### src/rtl/game_status_pkg.sv
// Shared types and widths for the game status tracker and its helpers.
package game_status_pkg;

  localparam int BAR_W = 5;

  typedef enum logic [1:0] {
    IDLE,
    RUN,
    OVER
  } state_t;

  typedef enum logic {
    MODE_CLASSIC,
    MODE_INFINITY
  } mode_t;

  function automatic logic [5:0] sat_min6(input logic [5:0] value, input logic [5:0] ceiling);
    return (value > ceiling) ? ceiling : value;
  endfunction

endpackage

### src/rtl/tick_divider.sv
// Cycle counter used two ways: free-running wrap divider (LOAD_MODE=0, tc pulses on wrap)
// or loadable countdown (LOAD_MODE=1, tc high while the count sits at zero).
module tick_divider #(
  parameter int CYCLES    = 4,
  parameter bit LOAD_MODE = 1'b0
) (
  input  logic clk,
  input  logic rst,
  input  logic clear,
  input  logic run,
  input  logic load,
  output logic tc
);

  localparam int W = (CYCLES > 1) ? $clog2(CYCLES) : 1;
  localparam logic [W-1:0] LAST = W'(CYCLES - 1);

  logic [W-1:0] count;

  always_ff @(posedge clk) begin
    if (rst || clear) begin
      count <= '0;
    end else if (LOAD_MODE && load) begin
      count <= LAST;
    end else if (run) begin
      if (LOAD_MODE) begin
        if (count != '0) count <= count - W'(1);
      end else begin
        count <= (count == LAST) ? '0 : count + W'(1);
      end
    end
  end

  assign tc = LOAD_MODE ? (count == '0) : (run && (count == LAST));

endmodule

### src/rtl/game_status_tracker.sv
// HP / time-budget owner for classic and infinity modes; flags game over to the mode controller.
// Build option: define PAUSE_EN to let the pause input freeze counters and ignore hit/pickup in RUN.
//
// state | meaning
// IDLE  | no game; outputs and counters held at 0
// RUN   | game in progress in the mode latched on entry
// OVER  | HP or time exhausted; game_over high, values frozen
module game_status_tracker
  import game_status_pkg::*;
#(
  parameter int TICK_CYCLES   = 25_000_000,
  parameter int HP_INIT       = 9,
  parameter int HP_MAX        = 9,
  parameter int TIME_INIT     = 18,
  parameter int TIME_MAX      = 18,
  parameter int TIME_BONUS    = 3,
  parameter int INVULN_CYCLES = 12_500_000
) (
  input  logic             clk,
  input  logic             rst,
  input  logic             enable_game_classic,
  input  logic             enable_game_infinity,
  input  logic             hit,
  input  logic             pickup,
  input  logic             pause,
  output logic [BAR_W-1:0] HP_print,
  output logic [BAR_W-1:0] time_print,
  output logic             game_over,
  output logic             over_pulse
);

  state_t state;
  mode_t  mode;

  logic       any_en;
  logic       paused;
  logic       run_go;
  logic       tick;
  logic       inv_done;
  logic       hit_ok;
  logic       inv_load;
  logic       cnt_clear;
  logic [5:0] time_dec;
  logic [5:0] time_next;
  logic [BAR_W-1:0] hp_up;

`ifdef PAUSE_EN
  assign paused = pause;
`else
  logic unused_pause;
  assign unused_pause = pause;
  assign paused       = 1'b0;
`endif

  assign any_en    = enable_game_classic | enable_game_infinity;
  assign run_go    = (state == RUN) && !paused;
  assign cnt_clear = (state == IDLE) || !any_en;
  assign hit_ok    = hit && inv_done;
  // An accepted hit cancelled by a same-cycle pickup must not open a window.
  assign inv_load  = run_go && any_en && (mode == MODE_CLASSIC) && hit_ok && !pickup;

  tick_divider #(
    .CYCLES   (TICK_CYCLES),
    .LOAD_MODE(1'b0)
  ) u_time_tick (
    .clk  (clk),
    .rst  (rst),
    .clear(cnt_clear),
    .run  (run_go && (mode == MODE_INFINITY)),
    .load (1'b0),
    .tc   (tick)
  );

  tick_divider #(
    .CYCLES   (INVULN_CYCLES),
    .LOAD_MODE(1'b1)
  ) u_invuln (
    .clk  (clk),
    .rst  (rst),
    .clear(cnt_clear),
    .run  (run_go && (mode == MODE_CLASSIC)),
    .load (inv_load),
    .tc   (inv_done)
  );

  always_comb begin
    time_dec = {1'b0, time_print};
    if (tick && (time_print != '0)) time_dec = {1'b0, time_print} - 6'd1;
    time_next = time_dec;
    if (pickup) time_next = sat_min6(time_dec + 6'(TIME_BONUS), 6'(TIME_MAX));
    hp_up = (HP_print >= BAR_W'(HP_MAX)) ? BAR_W'(HP_MAX) : HP_print + BAR_W'(1);
  end

  always_ff @(posedge clk) begin
    if (rst) begin
      state      <= IDLE;
      mode       <= MODE_CLASSIC;
      HP_print   <= '0;
      time_print <= '0;
      game_over  <= 1'b0;
      over_pulse <= 1'b0;
    end else begin
      over_pulse <= 1'b0;
      case (state)
        IDLE: begin
          game_over <= 1'b0;
          if (any_en) begin
            state <= RUN;
            if (enable_game_classic) begin
              mode       <= MODE_CLASSIC;
              HP_print   <= BAR_W'(HP_INIT);
              time_print <= '0;
            end else begin
              mode       <= MODE_INFINITY;
              HP_print   <= '0;
              time_print <= BAR_W'(TIME_INIT);
            end
          end
        end
        RUN: begin
          if (!any_en) begin
            state      <= IDLE;
            HP_print   <= '0;
            time_print <= '0;
            game_over  <= 1'b0;
          end else if (!paused) begin
            if (mode == MODE_CLASSIC) begin
              if (hit_ok && !pickup) begin
                if (HP_print != '0) HP_print <= HP_print - BAR_W'(1);
                if (HP_print == BAR_W'(1)) begin
                  state      <= OVER;
                  game_over  <= 1'b1;
                  over_pulse <= 1'b1;
                end
              end else if (pickup && !hit_ok) begin
                HP_print <= hp_up;
              end
            end else begin
              time_print <= time_next[BAR_W-1:0];
              if (time_next == 6'd0) begin
                state      <= OVER;
                game_over  <= 1'b1;
                over_pulse <= 1'b1;
              end
            end
          end
        end
        OVER: begin
          if (!any_en) begin
            state      <= IDLE;
            HP_print   <= '0;
            time_print <= '0;
            game_over  <= 1'b0;
          end
        end
        default: state <= IDLE;
      endcase
    end
  end

endmodule
### config.mk
export PLATFORM = sky130hd
export DESIGN_NAME = game_status_tracker
export DESIGN_NICKNAME = d
export VERILOG_FILES = /design/src/rtl/game_status_pkg.sv /design/src/rtl/tick_divider.sv /design/src/rtl/game_status_tracker.sv
export SDC_FILE = /design/constraint.sdc
export NUM_CORES = 1
export LEC_CHECK = 0
export CAP_MARGIN = 40
export CORE_UTILIZATION = 65
export CTS_CLUSTER_DIAMETER = 80
export DETAILED_ROUTE_END_ITERATION = 16
export PLACE_DENSITY_LB_ADDON = 0.2
export SLEW_MARGIN = 0
export SYNTH_ARGS = -nofsm -noshare
export SYNTH_HDL_FRONTEND = slang
export SYNTH_SLANG_ARGS = --single-unit
### constraint.sdc
create_clock -name clk -period 11 [get_ports clk]
set_input_delay 3.3 -clock clk [delete_from_list [all_inputs] [get_ports clk]]
set_output_delay 3.3 -clock clk [all_outputs]
set_load 0.02 [all_outputs]
# Word-level counts from Yosys, hierarchy flattened
# Cells that the tools add are included.
# classes
n_addsub,6
order_cmp,2
n_eq_ne,13
muxes,42
bitwise_logic,4
n_reduce_logical,34
# op_table
operator,count
$mux 24,3
$mux 5,12
$pmux 5 s3,2
$add 25x1->25 const B,1
$eq 25x25->1 const B,1
$mux 25,1
$logic_not 24->1,1
$reduce_bool 24->1,1
$sub 24x1->24 const B,1
$mux 6,3
$ne 4x3->1 const B,4
$mux 2,7
$logic_and 1x1->1,11
$mux 1,11
$reduce_and 5->1,2
$reduce_bool 5->1,2
$add 6x2->6 const B,1
$gt 6x5->1 const B,1
$logic_not 6->1,1
$ne 3x3->1 const B,2
$pmux 2 s3,1
$reduce_and 2->1,3
$reduce_and 6->1,1
$sub 5x1->6 const B,1
other kinds (20),27
# word_totals
register_bits,64
wordCells,110

# Longest topological paths before layout
# depth
word_depth,14
ltp_mapped,18
ltp_nobuf,16

# Cells and area by module
# From an unflattened synthesis, not the netlist that was laid out.
# hier_totals
hier_cells,475
hier_area_um2,3961.3
# modules_own_cells
module,instances,cells_per_inst,area_per_inst_um2,seq_area_each_um2
game_status_tracker,1,188,1445.1,300.3
tick_divider (u_invuln),1,149,1338.8,480.5
tick_divider (u_time_tick),1,138,1177.4,500.5

# Worst setup path after synthesis
# No wires, ideal clock.
# synth_timing
path_kind,in2reg
from,in pickup
to,reg state[0]
t_arrival_ns,4.915
slack_ns,5.992
cell_stages,6
path_buffers,0
cell_sequence,clkinv_1 -> o32a_1 -> mux2_1 -> a2111oi_1 -> nor2_1 -> o311ai_2
# synth_via
elab_chain_cells,4
word_cells_on_any_way,7
# synth_rtl
element,line,source
"start, declared",game_status_tracker.sv:24,"input logic pickup,"
$mux 6 or $logic_not 1->1 (tied branches),"game_status_tracker.sv:90, game_status_tracker.sv:128",
$logic_not 6->1 or $logic_and 1x1->1 (tied branches),"game_status_tracker.sv:140, game_status_tracker.sv:128",
$ne 4x3->1 (no source line),--,
$reduce_and 5->1 (no source line) *,--,
"end signal, assigned",game_status_tracker.sv:96,state <= IDLE;
"end signal, assigned",game_status_tracker.sv:141,state <= OVER;
"end signal, assigned",game_status_tracker.sv:150,state <= IDLE;
"end, declared",game_status_tracker.sv:32,state_t state;
# Every way passes the cells marked *; elsewhere a longest branch is shown, timed or not.
# A chain may end at the register's enable or synchronous reset.

# Worst setup path after layout
# Same ends and word-level chain as after synthesis.

==> impl_metrics.ini <==
[timing]
min_period_over_period = 0.541
layout_min_cycle_time_ns = 5.96
rsz0062_at_grt = false
hold_viol = 0
max_slew_margin = 0.516
fin_skew_ns = 0.00539
setup-violations-final = 0
fmax_mhz = 168
worst_pin_slew_ns = 0.719
worst_slack_ns = 5.04
slew_violations = 0
finalSetupTns_ns = 0
whs_ns = 0.504

[setup_path]
reg2reg_slack_ns = 6.29
startpoint_type = input pin
cp_data_required_time_ns = 11.20
cpPeakStageDelay_ns = 0.58
reg2reg_to = state[0]$_SDFFE_PP0P_
critical_path_class = in -> reg
rr_startpoint = state[0]$_SDFFE_PP0P_
crit_path_start = pickup
reg2regPathDepth = 15
worstPathMaxFanout = 12
crit_chain = clkdlybuf4s50_1, clkinv_1, ha_1, nor2_1, a21oi_1, o21ai_0, nor3_1, a31oi_1, o311ai_2
end_kind = register
crit_family = compound AO/OA/AOI/OAI gates
cp_data_arrival_time_ns = 6.16
path_buf_inv = 2
cp_slowest_cell = o21ai_0

[floorplanning]
die_h_um = 78.0
placement_rows = 27
top_level_ports = 19
die-width_um = 78.0
core_area_um2 = 5540
start_util = 0.678
die_area_um2 = 6080

[clock_network]
hold_buffers = 0
post-cts-setup-buffers = 0
cts-htree-levels = 3
cts_root_buf = clkbuf_8
numCtsBuffers = 9
clock_sinks = 64
cts.clk_slew.worst_paths_ns = 0.07
cts_tree = done
cts_buffer_depth = 2
ctsResizeCount = 0
clock_latency_ns = 0.35

[placed_design]
place_ws_ns = 4.97
dp_hpwl_mm = 5.63
portBuffers = 17
gp_congestion = 0.839

[route]
vias_per_cell = 6.15
wl_per_cell_um = 14.9
totalWireLength_mm = 8.13
drc = 0
vias = 3345
drt_iter0_markers = 136
drtAntennaViolNets = 0
firstDrtPassIters = 5

[global_route]
grt_use_total = 0.288
grt_max_degree = 26
grt_pass1_vias = 3217
grt_first_pass_wirelength_mm = 14.0
grt-ovfl-total = 0
antenna_found_initial = 0

[synthesis]
synth-main-ff-cell = dfxtp_1
async_flop_share = 0
synth_top_area_cell = dfxtp_1
syn-cell-area_um2 = 3750
ys_top_cells_by_area = dfxtp_1 34%, xor2_1 5.8%, xnor2_1 5.6%
synth-simple-area-share = 0.277
ys_seq_area_frac = 0.341
synthesis.nets = 480
synth-adder-area-share = 0.0467
synth_compound_area_frac = 0.178
avgSynthCellArea_um2 = 8.18
synth_most_common_cell = dfxtp_1
synth_mux_area_frac = 0.00900
ys_types = 63
ys_top_cells_by_count = 64 x dfxtp_1, 54 x nor2_1, 36 x a21oi_1
synth-xor-area-share = 0.114
synth_top_area_frac = 0.341
ys_warn_count = 0
ys_ff_latch = 64
netlist_instances = 459
synth_edf_count = 0
synth_top_family_by_area = simple AND/OR/NAND/NOR gates

[power]
ir_worst_vdd_mv = 0.177
p_leak_uw = 0.00146
power_uw = 831
power_density_nw_per_um2 = 199

[outcome]
status = finished clean

[layout]
antenna_cells = 0
fin_nets = 488
area_growth_pct = 11.1
drive_gt1_frac = 0.0593

[min_path]
holdCritPathClass = reg -> reg
hp-start = u_time_tick.count[7]$_SDFFE_PP0P_
holdPathEnd = u_time_tick.count[7]$_SDFFE_PP0P_
hold-path-cell-count = 2

[run]
cap_violations = 0
==> cell usage in the layout, fill, tap and decap left out, types with 4 or more instances in the layout <==
cell type        netlist  layout
nor3_1                20      20
o21a_1                 4       4
nor4_1                 7       7
nand2_1               29      29
inv_1                 12      12
nand3_1               14      14
or3_1                 12      12
ha_1                  14      14
clkdlybuf4s50_1        0      17
clkbuf_8               0      11
a31oi_1                7       7
and2_1                 5       5
nor2b_1                5       5
o21ai_0               17      17
xnor2_1               24      24
or4_1                  8       8
dfxtp_1               64      64
a21oi_1               36      36
nor2_1                54      54
and3_1                 5       5
xor2_1                25      25
nand2b_1               6       6
nand4_1               16      16
==> worst max path at each step <==
stage,end,slack (ns),cells past startpoint
floorplan,state[0]$_SDFFE_PP0P_,5.99,6
global placement,state[0]$_SDFFE_PP0P_,5.09,7
detailed placement,state[0]$_SDFFE_PP0P_,4.97,9
CTS,state[0]$_SDFFE_PP0P_,5.11,9
global route,state[0]$_SDFFE_PP0P_,4.90,9
finish,state[0]$_SDFFE_PP0P_,5.04,9
==> cell type report <==
class                      count  area (µm²)
fill                         410        1370
inverter                      13        48.8
tap                           72        90.1
timing repair buffer          18         178
clock inverter                 5        78.8
sequential                    64        1280
multi-input combinational    361        2340
clock buffer                  11         151
==> layer usage <==
layer	GRT usage	share of wire	up-vias
met5	0	0	-
li1	-	-	1671
met3	0.0718	0.036	19
met1	0.342	0.45	1585
met4	0.109	0.019	0
met2	0.501	0.50	70
==> sequential cells by signal (all words and copies together) (netlist names) <==
register,cells
HP_print,5
game_over,1
mode,1
over_pulse,1
state,2
time_print,5
u_invuln.count,24
u_time_tick.count,25
==> power breakdown <==
group	switching [µW]	internal, µW	total (µW)
Combinational	190	132	322
Sequential	27.3	249	277
Clock	92.3	140	232
Total	310	521	831
==> per-stage QoR <==
step	area (µm²)	instances	utilization
detailed placement	3940	528	0.711
global placement	3940	528	0.711
global route	4170	544	0.753
CTS	4170	544	0.753
finish	4170	544	0.753
floorplan	3750	459	-
==> kinds of logic after synthesis <==
group,count (synthesis)
flip-flops,64
multiplexers,3
adder cells (fa/ha/maj),14
AO/OA/AOI/OAI,98
AND/OR/NAND/NOR,197
XOR/XNOR,49
buffers and inverters,34
==> worst min-delay path, cell delays in order (launching register included) <==
cell	delay (ns)
dfxtp_1	0.33
o21ai_0	0.08
a21oi_1	0.06
(Power assumes the default switching activity.)
